**src/rtl/mdu_issue_if.sv**
```systemverilog
// EX-to-WB handshake bundle around the MDU issue stage: op request from EX, result return to WB.
interface mdu_issue_if;
    logic        in_valid;
    logic        in_ready;
    logic [2:0]  in_op;
    logic        in_word;
    logic [63:0] in_src1;
    logic [63:0] in_src2;
    logic [4:0]  in_rd;
    logic        out_valid;
    logic        out_ready;
    logic [63:0] out_result;
    logic [4:0]  out_rd;
    logic        out_illegal;

    modport master (
        output in_valid, in_op, in_word, in_src1, in_src2, in_rd, out_ready,
        input  in_ready, out_valid, out_result, out_rd, out_illegal
    );

    modport slave (
        input  in_valid, in_op, in_word, in_src1, in_src2, in_rd, out_ready,
        output in_ready, out_valid, out_result, out_rd, out_illegal
    );
endinterface

```
**src/rtl/mdu_issue.sv**
```systemverilog
// Issue/sequencing stage for the combinational RV64M core: decodes funct3, prepares W operands,
// holds them for LATENCY cycles, then returns the (sign-extended) result with its rd tag.
module mdu_issue #(
    parameter int LATENCY = 4
) (
    input  logic        clk,
    input  logic        rst_n,
    input  logic        flush,
    mdu_issue_if.slave  io,
    output logic        mdu_mul,
    output logic        mdu_mulh,
    output logic        mdu_mulhsu,
    output logic        mdu_mulhu,
    output logic        mdu_div,
    output logic        mdu_divu,
    output logic        mdu_rem,
    output logic        mdu_remu,
    output logic [63:0] mdu_src1,
    output logic [63:0] mdu_src2,
    input  logic [63:0] mdu_result
);
    localparam int CNT_W = (LATENCY > 1) ? $clog2(LATENCY) : 1;

    localparam logic [2:0] OP_MULH   = 3'd1;
    localparam logic [2:0] OP_MULHSU = 3'd2;
    localparam logic [2:0] OP_MULHU  = 3'd3;
    localparam logic [2:0] OP_DIVU   = 3'd5;
    localparam logic [2:0] OP_REMU   = 3'd7;

    typedef enum logic [1:0] {IDLE, BUSY, DONE} state_t;

    state_t             state, state_nxt;
    logic [CNT_W-1:0]   cnt, cnt_nxt;
    logic               accept, capture;
    logic [7:0]         ctl;

    logic [2:0]         op_p1;
    logic               word_p1, illegal_p1;
    logic [4:0]         rd_p1;
    logic [63:0]        src1_p1, src2_p1;

    logic signed [63:0] result_p2;
    logic [4:0]         rd_p2;
    logic               illegal_p2;

    // Unsigned W divides see a zero-extended word; every other W op sees it sign-extended.
    function automatic logic [63:0] prep_operand(input logic [2:0] op, input logic word,
                                                 input logic [63:0] s);
        if (!word)
            return s;
        if (op == OP_DIVU || op == OP_REMU)
            return {32'b0, s[31:0]};
        return {{32{s[31]}}, s[31:0]};
    endfunction

    function automatic logic signed [63:0] sext_word(input logic signed [31:0] r);
        return {{32{r[31]}}, r};
    endfunction

    function automatic logic is_illegal(input logic [2:0] op, input logic word);
        return word && (op == OP_MULH || op == OP_MULHSU || op == OP_MULHU);
    endfunction

    always_comb begin
        state_nxt   = state;
        cnt_nxt     = cnt;
        capture     = 1'b0;
        io.in_ready = (state == IDLE) && !flush;
        accept      = io.in_valid && io.in_ready;
        unique case (state)
            IDLE: if (accept) begin
                state_nxt = BUSY;
                cnt_nxt   = CNT_W'(LATENCY - 1);
            end
            BUSY: if (cnt == '0) begin
                capture   = 1'b1;
                state_nxt = DONE;
            end else begin
                cnt_nxt = cnt - CNT_W'(1);
            end
            DONE: if (io.out_ready) state_nxt = IDLE;
            default: state_nxt = IDLE;
        endcase
        // A kill wins over everything, including a capture on the same edge.
        if (flush) begin
            state_nxt = IDLE;
            cnt_nxt   = '0;
            capture   = 1'b0;
        end
    end

    always_ff @(posedge clk or negedge rst_n) begin
        if (!rst_n) begin
            state <= IDLE;
            cnt   <= '0;
        end else begin
            state <= state_nxt;
            cnt   <= cnt_nxt;
        end
    end

    // p1: latched op and prepared operands, held for the whole BUSY window
    // p2: captured result returned to WB
    always_ff @(posedge clk or negedge rst_n) begin
        if (!rst_n) begin
            op_p1      <= '0;
            word_p1    <= 1'b0;
            illegal_p1 <= 1'b0;
            rd_p1      <= '0;
            src1_p1    <= '0;
            src2_p1    <= '0;
            result_p2  <= '0;
            rd_p2      <= '0;
            illegal_p2 <= 1'b0;
        end else begin
            if (accept) begin
                op_p1      <= io.in_op;
                word_p1    <= io.in_word;
                illegal_p1 <= is_illegal(io.in_op, io.in_word);
                rd_p1      <= io.in_rd;
                src1_p1    <= prep_operand(io.in_op, io.in_word, io.in_src1);
                src2_p1    <= prep_operand(io.in_op, io.in_word, io.in_src2);
            end
            if (capture) begin
                if (illegal_p1)
                    result_p2 <= '0;
                else if (word_p1)
                    result_p2 <= sext_word(mdu_result[31:0]);
                else
                    result_p2 <= mdu_result;
                rd_p2      <= rd_p1;
                illegal_p2 <= illegal_p1;
            end
        end
    end

    always_comb begin
        ctl = '0;
        if (state == BUSY && !illegal_p1)
            ctl[op_p1] = 1'b1;
    end

    assign {mdu_remu, mdu_rem, mdu_divu, mdu_div,
            mdu_mulhu, mdu_mulhsu, mdu_mulh, mdu_mul} = ctl;
    assign mdu_src1       = src1_p1;
    assign mdu_src2       = src2_p1;
    assign io.out_valid   = (state == DONE);
    assign io.out_result  = result_p2;
    assign io.out_rd      = rd_p2;
    assign io.out_illegal = illegal_p2;
endmodule
```
**src/flat_wrapper.sv**
```systemverilog
// flat-port wrapper written by rule: the top's interface ports become plain ports
module mdu_issue_flat 
#(
    parameter int LATENCY = 4
)
  (clk, rst_n, flush, mdu_mul, mdu_mulh, mdu_mulhsu, mdu_mulhu, mdu_div, mdu_divu, mdu_rem, mdu_remu, mdu_src1, mdu_src2, mdu_result, io_in_valid, io_in_op, io_in_word, io_in_src1, io_in_src2, io_in_rd, io_out_ready, io_in_ready, io_out_valid, io_out_result, io_out_rd, io_out_illegal);
  mdu_issue_if io_i ();
  input  logic clk;
  input  logic rst_n;
  input  logic flush;
  output logic mdu_mul;
  output logic mdu_mulh;
  output logic mdu_mulhsu;
  output logic mdu_mulhu;
  output logic mdu_div;
  output logic mdu_divu;
  output logic mdu_rem;
  output logic mdu_remu;
  output logic [63:0] mdu_src1;
  output logic [63:0] mdu_src2;
  input  logic [63:0] mdu_result;
  input wire logic [$bits(io_i.in_valid)-1:0] io_in_valid;
  input wire logic [$bits(io_i.in_op)-1:0] io_in_op;
  input wire logic [$bits(io_i.in_word)-1:0] io_in_word;
  input wire logic [$bits(io_i.in_src1)-1:0] io_in_src1;
  input wire logic [$bits(io_i.in_src2)-1:0] io_in_src2;
  input wire logic [$bits(io_i.in_rd)-1:0] io_in_rd;
  input wire logic [$bits(io_i.out_ready)-1:0] io_out_ready;
  output wire logic [$bits(io_i.in_ready)-1:0] io_in_ready;
  output wire logic [$bits(io_i.out_valid)-1:0] io_out_valid;
  output wire logic [$bits(io_i.out_result)-1:0] io_out_result;
  output wire logic [$bits(io_i.out_rd)-1:0] io_out_rd;
  output wire logic [$bits(io_i.out_illegal)-1:0] io_out_illegal;
  assign io_i.in_valid = io_in_valid;
  assign io_i.in_op = io_in_op;
  assign io_i.in_word = io_in_word;
  assign io_i.in_src1 = io_in_src1;
  assign io_i.in_src2 = io_in_src2;
  assign io_i.in_rd = io_in_rd;
  assign io_i.out_ready = io_out_ready;
  assign io_in_ready = io_i.in_ready;
  assign io_out_valid = io_i.out_valid;
  assign io_out_result = io_i.out_result;
  assign io_out_rd = io_i.out_rd;
  assign io_out_illegal = io_i.out_illegal;
  mdu_issue #(.LATENCY(LATENCY)) u_core (.clk(clk), .rst_n(rst_n), .flush(flush), .io(io_i), .mdu_mul(mdu_mul), .mdu_mulh(mdu_mulh), .mdu_mulhsu(mdu_mulhsu), .mdu_mulhu(mdu_mulhu), .mdu_div(mdu_div), .mdu_divu(mdu_divu), .mdu_rem(mdu_rem), .mdu_remu(mdu_remu), .mdu_src1(mdu_src1), .mdu_src2(mdu_src2), .mdu_result(mdu_result));
endmodule
```
**config.mk**
```make
export PLATFORM = sky130hd
export DESIGN_NAME = mdu_issue_flat
export DESIGN_NICKNAME = d
export VERILOG_FILES = /design/src/rtl/mdu_issue_if.sv /design/src/rtl/mdu_issue.sv /design/src/flat_wrapper.sv
export SDC_FILE = /design/constraint.sdc
export NUM_CORES = 1
export LEC_CHECK = 0
export ABC_CLOCK_PERIOD_IN_PS = 2900
export CORE_AREA = 2 2 160 162
export CTS_BUF_LIST = sky130_fd_sc_hd__clkbuf_2 sky130_fd_sc_hd__clkbuf_4 sky130_fd_sc_hd__clkbuf_8
export DETAILED_ROUTE_END_ITERATION = 8
export DIE_AREA = 0 0 162 164
export PLACE_DENSITY = 0.7
export SETUP_SLACK_MARGIN = 0.1
export SLEW_MARGIN = 10
export SYNTH_ARGS = -nofsm -noshare
export SYNTH_HDL_FRONTEND = slang
export SYNTH_SLANG_ARGS = --single-unit
```
**constraint.sdc**
```tcl
create_clock -name clk -period 2.9 [get_ports clk]
set_input_delay 0.58 -clock clk [delete_from_list [all_inputs] [get_ports clk]]
set_output_delay 0.58 -clock clk [all_outputs]
set_load 0.05 [all_outputs]
```
==> qor.yml, run 1 <==
rsz0062_at_grt: "false"
synth_top_area_share_pct: 60.9
ys_seq_area_share_pct: 60.9
grt.total_usage_pct: 19.7
maxSlewHeadroom_pct: 47.8
fin_cells: 1559
layout-drive-gt1-share_pct: 15.6
combPwrFrac_pct: 48.8
dieArea_um2: 26600
initial_utilization_pct: 35.1
htreeDepth: 2
synth.cell_area_um2: 8700
maxCapViolCount: 0
post-route-period-util_pct: 91.2
power_density_nw_per_um2: 1030
stdcell_area_um2: 14200
synthesis.area_per_instance_um2: 11.1
hp-class: "input port to asynchronous set/reset pin"
grt_pass1_wl_um: 41300
cts-root-buf: "clkbuf_8"
viasPerCell: 4.77
p_leak_nw: 5.94
io_pins: 414
synth_area_leaders: "dfrtp_1, mux2_2, nand2b_1"
finalWeightedCongestion: 0.805
core-area_um2: 24800
die_width_um: 162
async_flop_share_pct: 100
slew_viol_final: 0
die_y_um: 164
drc: 0
n_antenna_cell: 0
status: "finished, final reports clean"
ir_worst_vdd_mv: 0.739
finalNetCount: 1407
grt_max_degree: 67
swShare_pct: 44.2
setup_ws_ns: 0.254
postPlaceCellArea_um2: 13300
cts_sinks: 212
power_mw: 14.6
synth_warnings: 0
numCtsBuffers: 38
setup_tns_ns: 0
crit_type: "register to primary output"
rows: 58
tightest_slew_ns: 0.783
grt_overflow: 0
skew_ns: 0.0183
synth_edf_count: 0
final_util_pct: 57.2
synthCells: 786
ys.flop_type: "dfrtp_1"
postCtsSetupBuffers: 0
reg2reg_depth: 5
yosysTopAreaCell: "dfrtp_1"
seq_power_share_pct: 30.7
final_cell_mix: "clkdlybuf4s50_1, dfrtp_1, nand2_1"
cts_buffer_depth: 3
clkPwrFrac_pct: 20.5
routed_wl_um: 26800
clk_latency_ns: 0.53
intPower_mw: 8.13
power.switching_mw: 6.44
synthDistinctLibCells: 28
grt_pass1_vias: 7542
layout_commonest_cell: "clkdlybuf4s50_1"
cp-start-kind: "register"
port_buffers: 413
fmax_mhz: 378
path_clk_slew_ns: 0.06
cts_tree: "done"
holdWs_ns: 0.0537
antenna_found_initial: 1
drt_first_pass_iters: 5
drtAntennaViolNets: 0
finalCriticalPeriod_ns: 2.65
finalHoldViolCount: 0
syn2layout_area_growth_pct: 63.1
place_ws_ns: 0.332
critPathCaptureType: "primary output"
dp.cells: 1490
num_vias: 7443
ys_seq_elements: 212
hpwl_um: 19500
critPathMaxFanout: 8
drt_iter0_drc: 440
setup_viol: 0
worstPathRequired_ns: 2.32
fillerInstances: 2193
synth_nets: 993
crit_arrival_ns: 2.07
wl_per_cell_um: 17.2
-- final timing paths --
check	slack (ns)	endpoint	start
min in group clk	0.48	u_core.io.out_result[4]$_DFFE_PN0P_	u_core.io.out_result[4]$_DFFE_PN0P_
worst max-delay path	0.25	io_out_valid	u_core.state[1]$_DFFE_PN0P_
worst max register to register	0.91	u_core.io.out_result[58]$_DFFE_PN0P_	u_core.cnt[0]$_DFFE_PN0P_
worst min-delay path	0.05	u_core.io.out_result[44]$_DFFE_PN0P_	rst_n
worst min register to register	0.48	u_core.io.out_result[4]$_DFFE_PN0P_	u_core.io.out_result[4]$_DFFE_PN0P_
max in group asynchronous	2.13	u_core.mdu_src1[38]$_DFFE_PN0P_	rst_n
-- synthesized netlist by cell type (all sizes together) (5+ instances only) --
master / count
o31ai: 32
dfrtp: 212
nor3: 5
o21ai: 35
buf: 31
nand2: 103
mux2: 78
a21oi: 33
a31oi: 65
nand2b: 66
clkbuf: 36
inv: 5
nor2: 72
-- power groups by stage --
stage | clock (mW) | combinational, mW | sequential, mW
2_1_floorplan | 0 | 1.18 | 7.73
6_report | 2.99 | 7.11 | 4.48
3_5_place_dp | 0 | 7.16 | 4.52
3_3_place_gp | 0 | 7.10 | 4.48
5_1_grt | 3.22 | 7.44 | 4.60
4_1_cts | 3.10 | 7.17 | 4.49
-- registers in the layout, indices dropped and copies added, names as in the netlist --
name / flops
u_core.illegal_p1: 1
u_core.op_p1: 3
u_core.word_p1: 1
u_core.mdu_src2: 64
u_core.state: 2
u_core.mdu_src1: 64
u_core.io.out_illegal: 1
u_core.io.out_result: 64
u_core.cnt: 2
u_core.io.out_rd: 5
u_core.rd_p1: 5
-- cell families (layout without fill, tap and decap cells) --
| group | Yosys count | in the layout | share of synthesized area (%) |
|---|---|---|---|
| simple gates | 253 | 253 | 13.4 |
| mux | 78 | 78 | 10.1 |
| flops | 212 | 212 | 60.9 |
| compound gates | 169 | 169 | 11.7 |
| fa+ha+maj | 1 | 1 | 0.144 |
| buf+inv | 73 | 516 | 3.68 |
-- routing by layer --
metal  routed length, um  global-route usage, %  up-vias
met5                  13                      0        -
met1               10200                   23.3     3496
met2               13000                   33.4      354
met3                2860                   7.53       49
li1                    -                      -     3542
met4                 681                   6.44        2
-- worst max-delay path, stage by stage (launching register included) --
cell and delay, ns:
dfrtp_1 0.54, inv_1 0.20, nor2_1 0.21, dlygate4sd2_1 0.58
-- area by class of cell --
type / instances / area, um2 / area share [%]
Clock inverter: 7 / 42.5 / 0.300
Timing Repair Buffer: 441 / 4500 / 31.7
Tap cell: 330 / 413 / 2.91
Sequential cell: 212 / 5310 / 37.4
Clock buffer: 62 / 797 / 5.61
Inverter: 6 / 22.5 / 0.159
Multi-Input combinational cell: 501 / 3120 / 22.0
-- repair_timing --
action,in CTS,in global routing
hold buffers,0,0
endpoints found under the setup margin,5,4
resized for setup,3,4
Power figures use the tool's default switching activity.
==> run 2: changes to the inputs <==
--- a/config.mk
+++ b/config.mk
@@ -10,6 +10,7 @@
 export CTS_BUF_LIST = sky130_fd_sc_hd__clkbuf_2 sky130_fd_sc_hd__clkbuf_4 sky130_fd_sc_hd__clkbuf_8
 export DETAILED_ROUTE_END_ITERATION = 8
 export DIE_AREA = 0 0 162 164
+export HOLD_SLACK_MARGIN = 0.03
 export PLACE_DENSITY = 0.7
 export SETUP_SLACK_MARGIN = 0.1
 export SLEW_MARGIN = 10
==> results of run 2 <==
No change in the layout: final DEF, timing and power equal those of run 1.
